## config.mk

```make
export PLATFORM = sky130hd
export DESIGN_NAME = stream_delay
export DESIGN_NICKNAME = d
export VERILOG_FILES = /design/src/rtl/stream_delay_lfsr.sv /design/src/rtl/stream_delay.sv
export SDC_FILE = /design/constraint.sdc
export NUM_CORES = 1
export LEC_CHECK = 0
export ABC_AREA = 1
export CORE_AREA = 2 2 39 41
export DETAILED_ROUTE_END_ITERATION = 10
export DIE_AREA = 0 0 41 43
export GPL_TIMING_DRIVEN = 0
export PLACE_DENSITY = 0.59
export SLEW_MARGIN = 20
export SYNTH_ARGS = -nofsm -noshare
export SYNTH_HDL_FRONTEND = slang
export SYNTH_HIERARCHICAL = 1
export SYNTH_SLANG_ARGS = --single-unit
```

## constraint.sdc

```tcl
create_clock -name clk_i -period 1.15 [get_ports clk_i]
set_input_delay 0.115 -clock clk_i [delete_from_list [all_inputs] [get_ports clk_i]]
set_output_delay 0.115 -clock clk_i [all_outputs]
set_load 0.01 [all_outputs]
```

## src/rtl/stream_delay_lfsr.sv

```systemverilog
`default_nettype none
// ============================================================================
// Module   : stream_delay_lfsr
// Purpose  : 16-bit Fibonacci LFSR (x^16+x^14+x^13+x^11+1) that supplies
//            pseudo-random stall lengths to stream_delay.
// Ports    : clk_i  - clock, rising edge
//            rst_i  - synchronous active-high reset, loads SEED
//            en_i   - advance the register by one step
//            lfsr_o - current register value
// Revision : 1.0 - initial release
// ============================================================================
module stream_delay_lfsr #(
  parameter logic [15:0] SEED = 16'hACE1
) (
  input  logic        clk_i,
  input  logic        rst_i,
  input  logic        en_i,
  output logic [15:0] lfsr_o
);

  logic [15:0] r_lfsr;
  logic        w_fb;

  // Right-shifting form of the polynomial: taps 16/14/13/11 map onto
  // bit positions 0/2/3/5, and the feedback enters at bit 15.
  assign w_fb = r_lfsr[0] ^ r_lfsr[2] ^ r_lfsr[3] ^ r_lfsr[5];

  always_ff @(posedge clk_i) begin
    if (rst_i) begin
      r_lfsr <= SEED;
    end else if (en_i) begin
      r_lfsr <= {w_fb, r_lfsr[15:1]};
    end
  end

  assign lfsr_o = r_lfsr;

endmodule
`default_nettype wire

```

## src/rtl/stream_delay.sv

```systemverilog
`default_nettype none
// ============================================================================
// Module   : stream_delay
// Purpose  : Valid/ready stage that holds off every handshake by a fixed or
//            pseudo-random number of cycles. The payload is never stored; it
//            passes straight through while only the handshake is delayed.
// Ports    : clk_i     - clock, rising edge
//            rst_i     - synchronous active-high reset
//            clr_i     - synchronous clear of the handshake FSM
//            payload_i - upstream payload
//            ready_o   - upstream ready
//            valid_i   - upstream valid
//            payload_o - downstream payload
//            ready_i   - downstream ready
//            valid_o   - downstream valid
// Revision : 1.0 - initial release
// ============================================================================
module stream_delay #(
  parameter int unsigned StallRandom = 0,
  parameter int unsigned FixedDelay  = 1,
  parameter type         payload_t   = logic
) (
  input  logic     clk_i,
  input  logic     rst_i,
  input  logic     clr_i,
  input  payload_t payload_i,
  output logic     ready_o,
  input  logic     valid_i,
  output payload_t payload_o,
  input  logic     ready_i,
  output logic     valid_o
);

  localparam int unsigned c_clog  = $clog2(FixedDelay + 1);
  localparam int unsigned c_cnt_w = (c_clog > 5) ? c_clog : 5;

  assign payload_o = payload_i;

  if (StallRandom == 0 && FixedDelay == 0) begin : g_passthru

    assign valid_o = valid_i;
    assign ready_o = ready_i;

    // Clock, reset and clear have no function in pass-through mode.
    logic w_unused;
    assign w_unused = clk_i ^ rst_i ^ clr_i;

  end else begin : g_delay

    typedef enum logic [0:0] {
      ST_IDLE = 1'b0,
      ST_WAIT = 1'b1
    } state_e;

    state_e             r_state;
    logic [c_cnt_w-1:0] r_cnt;
    logic [c_cnt_w-1:0] w_load;   // D-1 for the transfer being accepted
    logic               w_load_en;
    logic               w_open;

    // A delay is loaded only from Idle with upstream valid, and never in a
    // cycle that is being reset or cleared; the LFSR steps on exactly these.
    assign w_load_en = (r_state == ST_IDLE) && valid_i && !rst_i && !clr_i;

    if (StallRandom != 0) begin : g_rand
      logic [15:0] w_lfsr;
      logic        w_lfsr_unused;

      stream_delay_lfsr #(
        .SEED (16'hACE1)
      ) u_lfsr (
        .clk_i  (clk_i),
        .rst_i  (rst_i),
        .en_i   (w_load_en),
        .lfsr_o (w_lfsr)
      );

      // D = 1 + lfsr[3:0], so the counter starts at lfsr[3:0].
      assign w_load        = c_cnt_w'(w_lfsr[3:0]);
      assign w_lfsr_unused = ^w_lfsr[15:4];
    end else begin : g_fixed
      localparam logic [c_cnt_w-1:0] c_fixed_m1 = c_cnt_w'(FixedDelay - 1);
      assign w_load = c_fixed_m1;
    end

    // Both directions open together, so a handshake on one side can only
    // coincide with a handshake on the other.
    assign w_open  = (r_state == ST_WAIT) && (r_cnt == '0);
    assign valid_o = w_open & valid_i;
    assign ready_o = w_open & ready_i;

    always_ff @(posedge clk_i) begin
      if (rst_i || clr_i) begin
        r_state <= ST_IDLE;
        r_cnt   <= '0;
      end else begin
        case (r_state)
          ST_IDLE: begin
            if (valid_i) begin
              r_cnt   <= w_load;
              r_state <= ST_WAIT;
            end
          end
          ST_WAIT: begin
            if (r_cnt != '0) begin
              r_cnt <= r_cnt - c_cnt_w'(1);
            end else if (valid_i && ready_i) begin
              r_state <= ST_IDLE;
            end
            // Upstream dropping valid here is a protocol violation: no
            // handshake can occur, so the FSM simply keeps waiting.
          end
          default: begin
            r_state <= ST_IDLE;
            r_cnt   <= '0;
          end
        endcase
      end
    end

  end

endmodule
`default_nettype wire

```

== Word-level counts from Yosys, hierarchy flattened ==
Cells that the tools add are included.

* $add $sub $neg: 1
* Multiplexer cells: 7
* Bitwise gates (word level): 3
* Reductions and logical operators: 6
* Eq/ne operators: 2

{| class="wikitable"
|+ Operators with widths
! kind !! count
|-
| 5-bit 2-to-1 mux || 2
|-
| 5-bit case mux with 2 select lines || 1
|-
| 5-bit logical NOT || 1
|-
| 5-bit nonzero test || 1
|-
| 5-bit by 1-bit subtractor with 5-bit output, second input constant || 1
|-
| 1-bit 2-to-1 mux || 3
|-
| 1-bit bitwise AND || 2
|-
| 1-bit logical AND || 2
|-
| 2-bit by 1-bit != test with 1-bit output, second input constant || 1
|-
| 2-bit != test, second input constant || 1
|-
| 1-bit case mux with 2 select lines || 1
|-
| 2-bit AND reduction || 1
|-
| 1-bit logical OR || 1
|-
| 1-bit NOT || 1
|}

* Flip-flop bits (word level): 6
* Logic and storage cells: 21
* Bits of input ports: 6

== Depth between registers and ports, before layout ==
* Word-level depth: 4
* Depth in mapped cells: 8
* Gate-level depth less buffers: 8

== Worst setup path after synthesis ==
Ideal clock, no wire load.

* Path type: flip-flop to flip-flop
* Start point: register g_delay.r_cnt[0]
* End point: register g_delay.r_state
* Path slack: 39 ps
* Stages on the path, launching flop included: 8
* Required time: 1037 ps
* Buffers on the path: 0
* Period minus slack after synthesis: 1111 ps
* Data arrival time: 998 ps
* Cells stage by stage: dfxtp_1 -> inv_1 -> ha_1 -> nand3_2 -> nand2_4 -> nand2_4 -> o21ai_1 -> inv_1

* Word-level cells in the longest chain between the ends: 3

{| class="wikitable"
|+ Ends and longest elaborated chain
! item !! line !! source
|-
| start, declared || stream_delay.sv:56 || <nowiki>logic [c_cnt_w-1:0] r_cnt;</nowiki>
|-
| start signal, assigned || stream_delay.sv:100 || <nowiki>r_cnt <= w_load;</nowiki>
|-
| start signal, assigned || stream_delay.sv:106 || <nowiki>r_cnt <= r_cnt - c_cnt_w'(1);</nowiki>
|-
| 5-bit nonzero test || stream_delay.sv:105 || <nowiki>if (r_cnt != '0) begin</nowiki>
|-
| 1-bit 2-to-1 mux || stream_delay.sv:105 ||
|-
| 1-bit case mux with 2 select lines || stream_delay.sv:97 || <nowiki>case (r_state)</nowiki>
|-
| end signal, assigned || stream_delay.sv:94 || <nowiki>r_state <= ST_IDLE;</nowiki>
|-
| end signal, assigned || stream_delay.sv:101 || <nowiki>r_state <= ST_WAIT;</nowiki>
|-
| end signal, assigned || stream_delay.sv:108 || <nowiki>r_state <= ST_IDLE;</nowiki>
|-
| end, declared || stream_delay.sv:55 || <nowiki>state_e r_state;</nowiki>
|}

No other way between the ends.
A chain may end at the register's enable or synchronous reset.

== Worst setup path in the final report ==
* Start point: register g_delay.r_cnt[0]
* End point: output port ready_o

* Word-level cells in the longest chain between the ends: 3

{| class="wikitable"
|+ Ends and longest elaborated chain
! item !! line !! source
|-
| 5-bit logical NOT || stream_delay.sv:88 || <nowiki>assign w_open = (r_state == ST_WAIT) && (r_cnt == '0);</nowiki>
|-
| 1-bit logical AND || stream_delay.sv:88 ||
|-
| 1-bit bitwise AND || stream_delay.sv:90 || <nowiki>assign ready_o = w_open & ready_i;</nowiki>
|-
| end, declared || stream_delay.sv:27 || <nowiki>output logic ready_o,</nowiki>
|}

No other way between the ends.

==> key figures <==
Run status
  – Status: finished, violations left
  – Violated checks: setup timing

Synth
  – Unique masters post-synth: 18
  – Ys async rst share: 0%
  – Cell taking the most area after synthesis: dfxtp_1
  – Synth area leaders: dfxtp_1, nand3_1, inv_1
  – Cell with the most instances after synthesis: inv_1
  – Yosys warns: 6
  – Post-Syn Nets: 59
  – Flops & latches, synth: 6
  – Register area share after synthesis: 32.1%
  – Synth top area share: roughly 32%
  – Syn Area/Cell: just over 7 um2
  – Syn Inst Count: 52
  – Synth Cell Area: 374 um2
  – EDFF count, synth: 0
  – Top FF cell, synth: dfxtp_1
  – Most frequent cells after synthesis: inv_1, nand2_1, nand3_1

Detailed routing
  – Remaining antenna violation count: 0
  – Via count: about 360
  – Detailed Routing Iterations Pass 1: 4
  – Via/cell ratio: between 4 and 5
  – WL per Instance: 8.57 um
  – Routed WL: 694 um
  – Initial DRC Count: 1
  – DRC viols: 0

Worst setup path
  – Buffers & Inverters on Critical Path: 2
  – Required @ worst endpoint: 1.03 ns
  – Crit Reg-Reg Startpoint: g_delay.r_cnt[0]$_SDFFE_PP0P_
  – Reg2reg path depth: 8
  – CP max-delay cell: dfxtp_2
  – Critical Path AT: 1.22 ns
  – Kind of critical path: register to output pin
  – Setup crit end kind: output pin
  – Kind of cell adding the most delay to the critical path: flip-flops
  – R2r endpoint: g_delay.r_state$_SDFF_PP0_
  – Worst Setup SP: g_delay.r_cnt[0]$_SDFFE_PP0P_
  – CP Cell Sequence: inv_4 > ha_4 > nand2_2 > nor2_4 > nand2_2 > nor2_1 > buf_2
  – CP startpoint kind: register
  – Most Frequent Cell on Critical Path: nand2_2
  – Crit-path max FO: 4
  – R2R setup slack: -0.03 ns
  – Max incr delay on CP: about 0.32 ns

Timing
  – Worst hold margin: 0.442 ns
  – Fmax: between 0.7 and 0.8 GHz
  – Tmin final: ~1.3 ns
  – Worst clock skew: around 0.0005 ns
  – RSZ-0062 raised after global routing: true
  – Final Hold Fails: 0
  – Setup ws final: -0.181 ns
  – Max Slew Vio Count: 0
  – Final worst-path cycle share: 116%
  – Slew margin rel.: 87.4%
  – Setup TNS: -0.357 ns
  – Worst Tran Pin Value: between 0.15 and 0.2 ns
  – Setup violations, final: 3

Global routing
  – GRT Util Overall: 10.4%
  – Largest net degree at the start of global routing: 6
  – First-pass GRT wire length: between 1000 and 1500 um
  – GRT overflow: 0
  – Initial antenna violation count: 0
  – Vias in the first global route: 290

Floorplan
  – Initial core utilization: between 20% and 30%
  – I/O pin cnt: 9
  – Die area: ~1800 um2
  – Chip height: 43 um
  – Die X-Extent: 41 um
  – Cell row count: 14
  – Core area: 1380 um2

Clock tree
  – CTS buffer count: 3
  – Clock slew at reported path FFs: about 0.040 ns
  – Root buffer cell: clkbuf_4
  – Clock sink count: 6
  – Hold buffer count at cts: 0
  – Clock Tree Buf Depth: 2
  – Clk_lat worst skew: 0.24 ns
  – Htree depth: 1
  – TritonCTS clock tree: yes

Min path
  – Hold Crit Depth: 1
  – Worst hold start: g_delay.r_cnt[0]$_SDFFE_PP0P_
  – Hold Path Class: register to register
  – Hold Crit Endpoint: g_delay.r_cnt[0]$_SDFFE_PP0P_

Finish
  – Layout area overhead: 41.5%
  – Final nets: 74
  – Share of cells above drive strength 1: 43.1%
  – Diode count: 0
  – Final Core Density: between 30% and 40%

Place
  – GPL Wtd Cong: approximately 0.75
  – I/O Buffers: 7
  – HPWL after DPL: approximately 520 um
  – Pre-CTS setup slack: -0.484 ns

Power and ir drop
  – Total power: ~0.49 mW
  – Peak supply drop: 0.416 mV
  – Leak Pwr: 0.260 nW
  – Cell Pwr Density: 925 nW/um2

Job
  – Max-cap violation count: 0
## state kept, by name, indices dropped and copies added (netlist names)
signal and cells:
g_delay.r_state 1, g_delay.r_cnt 5
## cell families after synthesis
kind of cell	after synthesis	share of synthesized area, %
xor+xnor	1	2.34
simple gates	28	42.5
compound gates	5	7.69
fa+ha+maj	1	3.34
buf+inv	11	12.0
flops	6	32.1
## per-stage QoR
stage,cells,area (um2)
finish,81,529
global route,81,529
CTS,80,508
detailed placement,75,464
global placement,75,464
floorplan,52,374
## worst max path at each step
| stage | slack (ns) | cells after the start | end |
|---|---|---|---|
| after detailed placement | -0.48 | 7 | valid_o |
| final | -0.18 | 7 | ready_o |
| after floorplan | 0.04 | 7 | g_delay.r_state$_SDFF_PP0_ |
| after global placement | -0.48 | 7 | valid_o |
| after CTS | -0.21 | 7 | ready_o |
| after global routing | -0.26 | 7 | valid_o |
## cells in the final DEF, fill, tap and decap left out
cell	instances
nand3_1	7
inv_4	1
nand2_2	3
nand3b_1	1
inv_1	7
a21oi_1	3
xor2_1	1
nand2_1	5
nand2_4	3
nor2_2	2
nor2_1	4
or2_1	1
ha_4	1
clkdlybuf4s50_1	5
buf_4	4
nor2_4	1
dfxtp_2	4
nand3_2	1
a21oi_2	1
clkbuf_4	3
buf_2	2
inv_2	2
o21ai_1	1
dfxtp_1	2
## where the power goes
group	switching [mW]	leakage, nW	internal, mW
Clock	0.0744	0.0138	0.118
Combinational	0.0397	0.196	0.0396
Sequential	0.00491	0.0505	0.213
## layout make-up
cell class,count,area (um2)
clock buffer,3,22.5
multi-input combinational,35,231
fill,154,855
timing repair buffer,10,82.6
inverter,10,40.0
buffer,1,7.51
tap,16,20.0
sequential,6,125
## routing by layer
layer | wire [um] | track usage [%]
met4 | 9 | 10.0
met3 | 36 | 3.14
met5 | 0 | 0
met2 | 330 | 11.9
met1 | 318 | 14.4
## repair_timing
| action | CTS | global route |
|---|---|---|
| setup buffers | 2 | 1 |
| pin swaps | 2 | 3 |
| setup endpoints to repair | 7 | 7 |
| gates resized for setup | 15 | 5 |
Note: power is estimated with default switching activity, not from simulation.
